## src/rtl/fifo_burst_reader.sv

```systemverilog
// Read-side burst scheduler for the late-ready FIFO: drains it into a framed
// valid/ready stream, tracking occupancy locally from write accepts and pops.
module fifo_burst_reader #(
  parameter int DATAWIDTH = 18,
  parameter int ADDRWIDTH = 5,
  parameter int BURST     = 8,
  parameter int TIMEOUT   = 64
) (
  input  logic                 clk,
  input  logic                 reset,
  input  logic                 enable,
  input  logic                 wr_accept,
  input  logic                 fifo_ne,
  input  logic [DATAWIDTH-1:0] fifo_rd_data,
  output logic                 fifo_re,
  input  logic                 flush,
  output logic [DATAWIDTH-1:0] out_data,
  output logic                 out_valid,
  input  logic                 out_ready,
  output logic                 out_first,
  output logic                 out_last,
  output logic                 burst_done,
  output logic                 err
);

  localparam int LW = ADDRWIDTH + 1;
  localparam int TW = $clog2(TIMEOUT) + 1;
  localparam logic [LW-1:0] BURST_L  = LW'(BURST);
  localparam logic [LW-1:0] DEPTH_L  = LW'(1 << ADDRWIDTH);
  localparam logic [TW-1:0] TMO_LAST = TW'(TIMEOUT - 1);

  typedef enum logic {IDLE, RUN} state_t;

  state_t          state_reg, state_next;
  logic [LW-1:0]   level_reg, level_next;
  logic [LW-1:0]   beat_reg, beat_next;
  logic [LW-1:0]   len_reg, len_next;
  logic [TW-1:0]   tmo_reg, tmo_next;
  logic            err_reg, err_next;
  logic            burst_done_reg, burst_done_next;

  always_ff @(posedge clk or posedge reset) begin
    if (reset) begin
      state_reg      <= IDLE;
      level_reg      <= '0;
      beat_reg       <= '0;
      len_reg        <= '0;
      tmo_reg        <= '0;
      err_reg        <= 1'b0;
      burst_done_reg <= 1'b0;
    end else if (enable) begin
      state_reg      <= state_next;
      level_reg      <= level_next;
      beat_reg       <= beat_next;
      len_reg        <= len_next;
      tmo_reg        <= tmo_next;
      err_reg        <= err_next;
      burst_done_reg <= burst_done_next;
    end
  end

  always_comb begin
    state_next      = state_reg;
    level_next      = level_reg;
    beat_next       = beat_reg;
    len_next        = len_reg;
    tmo_next        = tmo_reg;
    burst_done_next = 1'b0;
    out_valid       = 1'b0;
    fifo_re         = 1'b0;
    out_data        = '0;
    out_first       = 1'b0;
    out_last        = 1'b0;

    // Stream outputs exist only while a burst is running; freeze blocks pops.
    if (state_reg == RUN) begin
      out_data  = fifo_rd_data;
      out_first = (beat_reg == '0);
      out_last  = (beat_reg == len_reg - LW'(1));
      if (enable) begin
        out_valid = fifo_ne;
        fifo_re   = fifo_ne && out_ready;
      end
    end

    // Occupancy saturates at both ends; a pop on empty is flagged, not wrapped.
    case ({wr_accept, fifo_re})
      2'b10:   if (level_reg != DEPTH_L) level_next = level_reg + LW'(1);
      2'b01:   if (level_reg != '0)      level_next = level_reg - LW'(1);
      default: level_next = level_reg;
    endcase
    err_next = err_reg | (fifo_re && (level_reg == '0));

    case (state_reg)
      IDLE: begin
        if (level_reg == '0) begin
          tmo_next = '0;
        end else if (level_reg < BURST_L) begin
          tmo_next = tmo_reg + TW'(1);
        end
        if (level_reg >= BURST_L) begin
          state_next = RUN;
          len_next   = BURST_L;
          beat_next  = '0;
          tmo_next   = '0;
        end else if ((level_reg != '0) && (flush || (tmo_reg == TMO_LAST))) begin
          state_next = RUN;
          len_next   = level_reg;
          beat_next  = '0;
          tmo_next   = '0;
        end
      end
      RUN: begin
        tmo_next = '0;
        if (fifo_re) begin
          beat_next = beat_reg + LW'(1);
          if (out_last) begin
            state_next      = IDLE;
            burst_done_next = 1'b1;
          end
        end
      end
      default: state_next = IDLE;
    endcase
  end

  assign burst_done = burst_done_reg;
  assign err        = err_reg;

endmodule

```

## config.mk

```make
export PLATFORM = sky130hd
export DESIGN_NAME = fifo_burst_reader
export DESIGN_NICKNAME = d
export VERILOG_FILES = /design/src/rtl/fifo_burst_reader.sv
export SDC_FILE = /design/constraint.sdc
export NUM_CORES = 1
export LEC_CHECK = 0
export CAP_MARGIN = 20
export CORE_MARGIN = 5
export CORE_UTILIZATION = 30
export CTS_CLUSTER_SIZE = 16
export DETAILED_ROUTE_END_ITERATION = 6
export PLACE_DENSITY = 0.58
export SLEW_MARGIN = 10
export SYNTH_ARGS = -nofsm -noshare
export SYNTH_HDL_FRONTEND = slang
export SYNTH_SLANG_ARGS = --single-unit
```

## constraint.sdc

```tcl
create_clock -name clk -period 6.5 [get_ports clk]
set_input_delay 1.3 -clock clk [delete_from_list [all_inputs] [get_ports clk]]
set_output_delay 1.3 -clock clk [all_outputs]
set_load 0.01 [all_outputs]
```

# Yosys cells after proc, flatten, opt, wreduce, memory -nomap -nowiden
# Cells that the tools add are included.
# word_totals
output_inout_bits	24
register_bits	28
# classes
reduce_logical	13
n_bitwise	2
n_addsub	5
n_mux	29
n_eq_ne	10
magnitude_cmp	2
# op_table
cell	count
$mux W6	7
$mux W7	4
$pmux W6 S2	2
$mux W18	1
$pmux W7 S2	1
$mux W1	13
$add A6 B1 Y6 const B	2
$logic_not A6 Y1	2
$sub A6 B1 Y6 const B	2
$add A7 B1 Y7 const B	1
$eq A7 B6 Y1 const B	1
$eq A6 B6 Y1	1
$ge A6 B4 Y1 const B	1
$lt A6 B4 Y1 const B	1
$ne A2 B2 Y1 const B	3
$ne A6 B6 Y1 const B	1
$reduce_and A3 Y1	2
$reduce_bool A6 Y1	1
$ne A5 B5 Y1 const B	1
$reduce_and A4 Y1	1
$reduce_bool A2 Y1	2
$logic_and A1 B1 Y1	3
$ne A3 B3 Y1 const B	1
$eq A2 B1 Y1 const B	1
6 further kinds	6

# Depth between registers and ports, before layout
# Gate-level depths: netlist (run 1).
# logic_depth
ltp_word	6
depth_mapped	13
ltp_nobuf	10

# Least setup slack after synthesis (run 1)
# No wires, ideal clock.
# synth_timing
kind	in2reg
start	in enable
end	reg level_reg[1]
path_buffers	2
setup_ns	0.125
path_slack_ns	2.833
stages	10
arrival_time_ns	3.543
required_ns	6.375
path_cell_list	buf_2 > and3_1 > and2_1 > clkbuf_1 > inv_1 > ha_1 > mux2i_1 > nor3_1 > a211oi_1 > mux2_2
# synth_between
elab_chain_len	5
word_cells_on_any_way	9
classes_between	eq/ne (4); mux (3); reduce/logical (2)
# synth_rtl
element	line	text
start: declaration	11	input logic enable,
$mux W1 (*)	80	if (enable) begin
$mux W1 (*)	76	if (state_reg == RUN) begin
net fifo_re	15	output logic fifo_re,
$eq A2 B1 Y1 or $eq A2 B2 Y1 (tied branches)	87	case ({wr_accept, fifo_re})
$ne A2 B2 Y1 (no line) or $reduce_bool A2 Y1 (tied branches)	--	
$reduce_and A4 Y1 (no line)	--	
end signal: assignment	53	level_reg <= level_next;
end: declaration	35	logic [LW-1:0] level_reg, level_next;
# Mark *: on every way through the listed nets, which the timed path passes. The rest lies on a longest branch.
# A chain may end at the register's enable or synchronous reset.

# Final worst setup path (run 1)
# layout_timing
start	in enable
end	out fifo_re
# layout_between
elab_chain_len	2
# layout_rtl
element	line
$mux W1	80
$mux W1	76
end: declaration	15
# Every way passes these cells.

==> flow_summary.ini, run 1 <==
[worst_setup_path]
critPathBufInv = 2
crit_path_end_kind = output pin
max_stage_delay_ns = 0.64
crit_fanout = 11
crit_top_cell = clkdlybuf4s50_1
startpoint_type = input port
worstPathCellList = clkdlybuf4s50_1 -> and3_1 -> and2_1 -> clkdlybuf4s50_1
cp_top_family = buffers and inverters
rr_startpoint = state_reg
crit_path_top_delay_cell = clkdlybuf4s50_1
cp-startpoint = enable
cp_data_arrival_time_ns = 3.19
path_class = input port to output pin
worstPathRequired_ns = 5.20

[final_layout]
nNetsFinal = 275
postLayoutCellArea_um2 = 2430
stdcell_count = 316
antenna_cells = 0
largest_register_ffs = 7
drive_gt1_frac = 0.0498
area_growth_syn_to_layout_pct = 33.3

[placed_design]
io_buffers = 48
post-dp-hpwl_um = 3110
postPlaceCellArea_um2 = 2380
place_congestion = 0.823
dpl.cell_count = 312

[power_and_ir_drop]
p_leak_uw = 0.00104
ir_drop_uv = 106
power_density_nw_per_um2 = 288

[sta]
hold_violations = 0
period_minus_slack_ns = 4.49
slew_viol_final = 0
worst_slew_pin_slew_ns = 0.818
maxSlewHeadroom = 0.451
fmax_mhz = 223
tns_ns = 0
hold_slack_ns = 0.497
fin_crit_sh = 0.690
rsz0062_at_grt = no
setup_violations = 0
clock_skew_ns = 0.00500

[detailed_routing]
first_iter_violations = 34
ant_nets = 0
wl_um = 4070
drc_errors = 0
wl_per_cell_um = 12.9
viasPerCell = 4.75
vias = 1501
firstDrtPassIters = 4

[status]
status = finished clean

[global_routing]
overflow = 0
track_usage = 0.110
grt_pass1_vias = 1420
grt_pass1_wl_um = 6820
grt_antenna_before_repair = 0
grt_max_degree = 25

[floorplan]
die_area_um2 = 7740
core-area_um2 = 5920
die_h_um = 88.0
start_util = 0.308
fp.dieW_um = 88.0
fp-row-count = 28
io_pins = 49

[min_path]
hold_class = flop to flop
hold_start = tmo_reg[3]

[synth]
synth_area_um2 = 1820
yosysMostFrequentCell = dfrtp_1
synthCells = 198
yosys.area.top_type = dfrtp_1
ys_ff_latch = 28
syn_nets = 231
synth-edff-count = 0
synth_ff_type = dfrtp_1
ys_seq_area_frac = 0.384
synth_common_cells = 28 x dfrtp_1, 19 x and2_1, 16 x inv_1, 16 x nand2_1, 10 x xnor2_1
ys_warn_count = 0
postSynthAreaPerCell_um2 = 9.21
synth_top_area_frac = 0.384
synth_area_leaders = dfrtp_1 38%, and2_1 6.5%, ha_1 5.5%
synth.distinct_cells = 45
async_reset_ff_frac = 1.00

[cts]
root_buffer = clkbuf_8
clock_latency_ns = 0.27
postCtsHoldBufs = 0
cts_resized = 0
clk_pin_slew_ns = 0.09
cts_tree = yes
post_cts_buffers = 0
cts_buffer_depth = 2
cts_sinks = 28
cts_buffers = 3
htree_levels = 1

[job]
max-cap-violations = 0
## layout make-up
type                            instances  area, um^2
Clock buffer                            4        55.1
Fill cell                             588        3490
Inverter                               16        60.1
Multi-Input combinational cell        143        1010
Sequential cell                        28         701
Tap cell                               75        93.8
Timing Repair Buffer                   50         515
## layout by cell type, fill, tap and decap left out, drive strengths merged, types with 4 or more instances in the layout
cell and count:
and2 19, clkbuf 4, dfrtp 28, nand2 16, ha 8, xnor2 10, nor3 8, nor2b 5
xor2 9, o21ai 7, mux2i 6, nand3 5, nor2 8, inv 16, o31ai 4, clkdlybuf4s50 48
## kinds of logic (layout without fill, tap and decap cells)
kind of cell	Yosys count	after routing	synth area share
XOR/XNOR	19	19	0.0912
multiplexers	7	7	0.0391
AO/OA/AOI/OAI	31	31	0.119
AND/OR/NAND/NOR	78	78	0.248
adder cells (fa/ha/maj)	8	8	0.0549
buffers and inverters	27	70	0.0638
flip-flops	28	28	0.384
## power breakdown
part	switching, uW	internal [uW]	leakage [uW]
Combinational	125	171	0.000646
Clock	54.8	54.2	0.0000288
Sequential	78.9	216	0.000365
Total	258	442	0.00104
## metrics by stage
step | total power (uW) | setup slack (ns) | util
floorplan | 493 | 2.83 | -
global placement | 593 | 2.03 | 0.396
detailed placement | 598 | 1.95 | 0.402
CTS | 709 | 1.95 | 0.411
global route | 758 | 1.85 | 0.411
finish | 700 | 2.01 | 0.411
## worst paths after layout
path,end,slack [ns],cells past startpoint
setup reg to reg,level_reg[1],3.36,8
hold reg to reg,tmo_reg[3],0.50,1
min in group asynchronous,tmo_reg[1],1.32,2
setup / recovery,fifo_re,2.01,4
hold / removal,tmo_reg[3],0.50,1
max in group asynchronous,len_reg[3],4.74,3
## metal layers
layer / GRT usage / routed length, um / vias to the layer above
li1: - / - / 755
met1: 0.147 / 1890 / 689
met2: 0.175 / 1720 / 53
met3: 0.0263 / 421 / 4
met4: 0.0377 / 38 / 0
met5: 0 / 0 / -
## worst reg2reg max path, cell delays in order (launching register included)
cell      delay, ns
dfrtp_1        0.69
and3_1         0.27
and2_1         0.39
inv_1          0.15
ha_1           0.21
mux2i_1        0.14
nor3_1         0.06
a211oi_1       0.72
mux2_2         0.41
Note: power is estimated with default switching activity, not from simulation.
==> run 2, diff against run 1 <==
- clock period: 6.5 -> 4.3 ns (I/O delays scaled with it)
==> run 2 against run 1 <==
  * Clock skew is 0.00074 ns higher
  * Die area stayed put
  * Core utilization is 0.13 points higher
  * Critical path type unchanged
==> flow_summary.ini, run 2 (same netlist as run 1, synthesis figures left out) <==
[min_path]
worstHoldEndpoint = tmo_reg[3]
hold_depth = 1
hold_start = tmo_reg[3]
hold_class = flop to flop

[cts]
cts_buffer_depth = 2
cts_tree = yes
clk_pin_slew_ns = 0.10
root_buffer = clkbuf_8
cts_resized = 0
post_cts_buffers = 0
cts_buffers = 3
cts_sinks = 28
clock_latency_ns = 0.27
htree_levels = 1
postCtsHoldBufs = 0

[detailed_routing]
viasPerCell = 4.76
vias = 1508
ant_nets = 0
wl_um = 4110
first_iter_violations = 71
firstDrtPassIters = 4
drc_errors = 0
wl_per_cell_um = 13.0

[power_and_ir_drop]
ir_drop_uv = 151
p_int_uw = 669
p_leak_uw = 0.00104
p_seq_frac = 0.423
p_comb_frac = 0.423
p_sw_uw = 391
p_sw_frac = 0.369
clockPowerShare = 0.154
power_density_nw_per_um2 = 435

[worst_setup_path]
crit_top_cell = clkdlybuf4s50_1
startpoint_type = input port
worstPathCellList = clkdlybuf4s50_1 -> and3_1 -> and2_1 -> clkdlybuf4s50_1
crit_fanout = 11
crit_path_top_delay_cell = clkdlybuf4s50_1
regToRegEndpoint = level_reg[5]
worstPathRequired_ns = 3.44
r2r_cells = 8
rr_startpoint = state_reg
r2r_slack_ns = 1.47
max_stage_delay_ns = 0.63
path_class = input port to output pin
cp_data_arrival_time_ns = 2.75
crit_path_end_kind = output pin

[placed_design]
dpl.cell_count = 313
place_congestion = 0.810
io_buffers = 48
post-dp-hpwl_um = 3150
postPlaceCellArea_um2 = 2380

[final_layout]
largest_register_ffs = 7
stdcell_count = 317
layout_common_cells = 48 x clkdlybuf4s50_1, 28 x dfrtp_1, 19 x and2_1
area_growth_syn_to_layout_pct = 33.7
drive_gt1_frac = 0.0537
nNetsFinal = 276
antenna_cells = 0
postLayoutCellArea_um2 = 2440
final_common_cell = clkdlybuf4s50_1
finalCoreUtilization = 0.412

[sta]
fmax_mhz = 277
hold_slack_ns = 0.501
rsz0062_at_grt = no
maxSlewHeadroom = 0.639
period_minus_slack_ns = 3.61
setup_violations = 0
slew_viol_final = 0
clock_skew_ns = 0.00574
fin_crit_sh = 0.840
tns_ns = 0
worst_slew_pin_slew_ns = 0.542
hold_violations = 0

[global_routing]
grt_pass1_wl_um = 6860
grt_pass1_vias = 1463
overflow = 0
track_usage = 0.111
grt_max_degree = 25
grt_antenna_before_repair = 0

[job]
max-cap-violations = 0

[floorplan]
die_area_um2 = 7740
core-area_um2 = 5920
start_util = 0.308
fp.dieW_um = 88.0
fp-row-count = 28
die_h_um = 88.0
io_pins = 49

[status]
status = finished clean
## run 2: cell types whose count changed in the layout (fill, tap and decap cells not counted)
cell	before	now
buf_4	1	2
## run 2: cell type report
cell class	count	area, um^2
inverters	16	60.1
multi-input cells	143	1010
repair buffers	51	523
fillers	593	3480
flip-flops and latches	28	701
clock buffers	4	55.1
well taps	75	93.8
## run 2: worst max path at each step
stage,startpoint,endpoint,slack [ns],cells past startpoint
2_1_floorplan,enable,level_reg[1],1.07,10
3_3_place_gp,enable,fifo_re,0.73,4
3_5_place_dp,enable,fifo_re,0.68,4
4_1_cts,enable,fifo_re,0.67,4
5_1_grt,enable,fifo_re,0.52,4
6_report,enable,fifo_re,0.69,4
## run 2: metal layers
metal | track usage | part of all wire
met1 | 0.146 | 0.48
met2 | 0.179 | 0.42
met3 | 0.0235 | 0.10
met4 | 0.0418 | 0.0068
met5 | 0 | 0
## run 2: worst max-delay path, delay by kind of cell
| kind | cells | cell delay (ns) |
|---|---|---|
| buf+inv | 2 | 1.26 |
| simple gates | 2 | 0.63 |
## run 2: metrics by stage
step	total power (uW)	setup slack [ns]
2_1_floorplan	745	1.07
3_3_place_gp	894	0.732
3_5_place_dp	907	0.679
4_1_cts	1070	0.668
5_1_grt	1150	0.520
6_report	1060	0.686
## run 2: power groups by stage
stage               registers (uW)  logic [uW]  clock network [uW]
floorplan                      391         353                   0
global placement               451         443                   0
detailed placement             454         453                   0
CTS                            449         455                 169
global route                   463         508                 181
finish                         448         448                 164
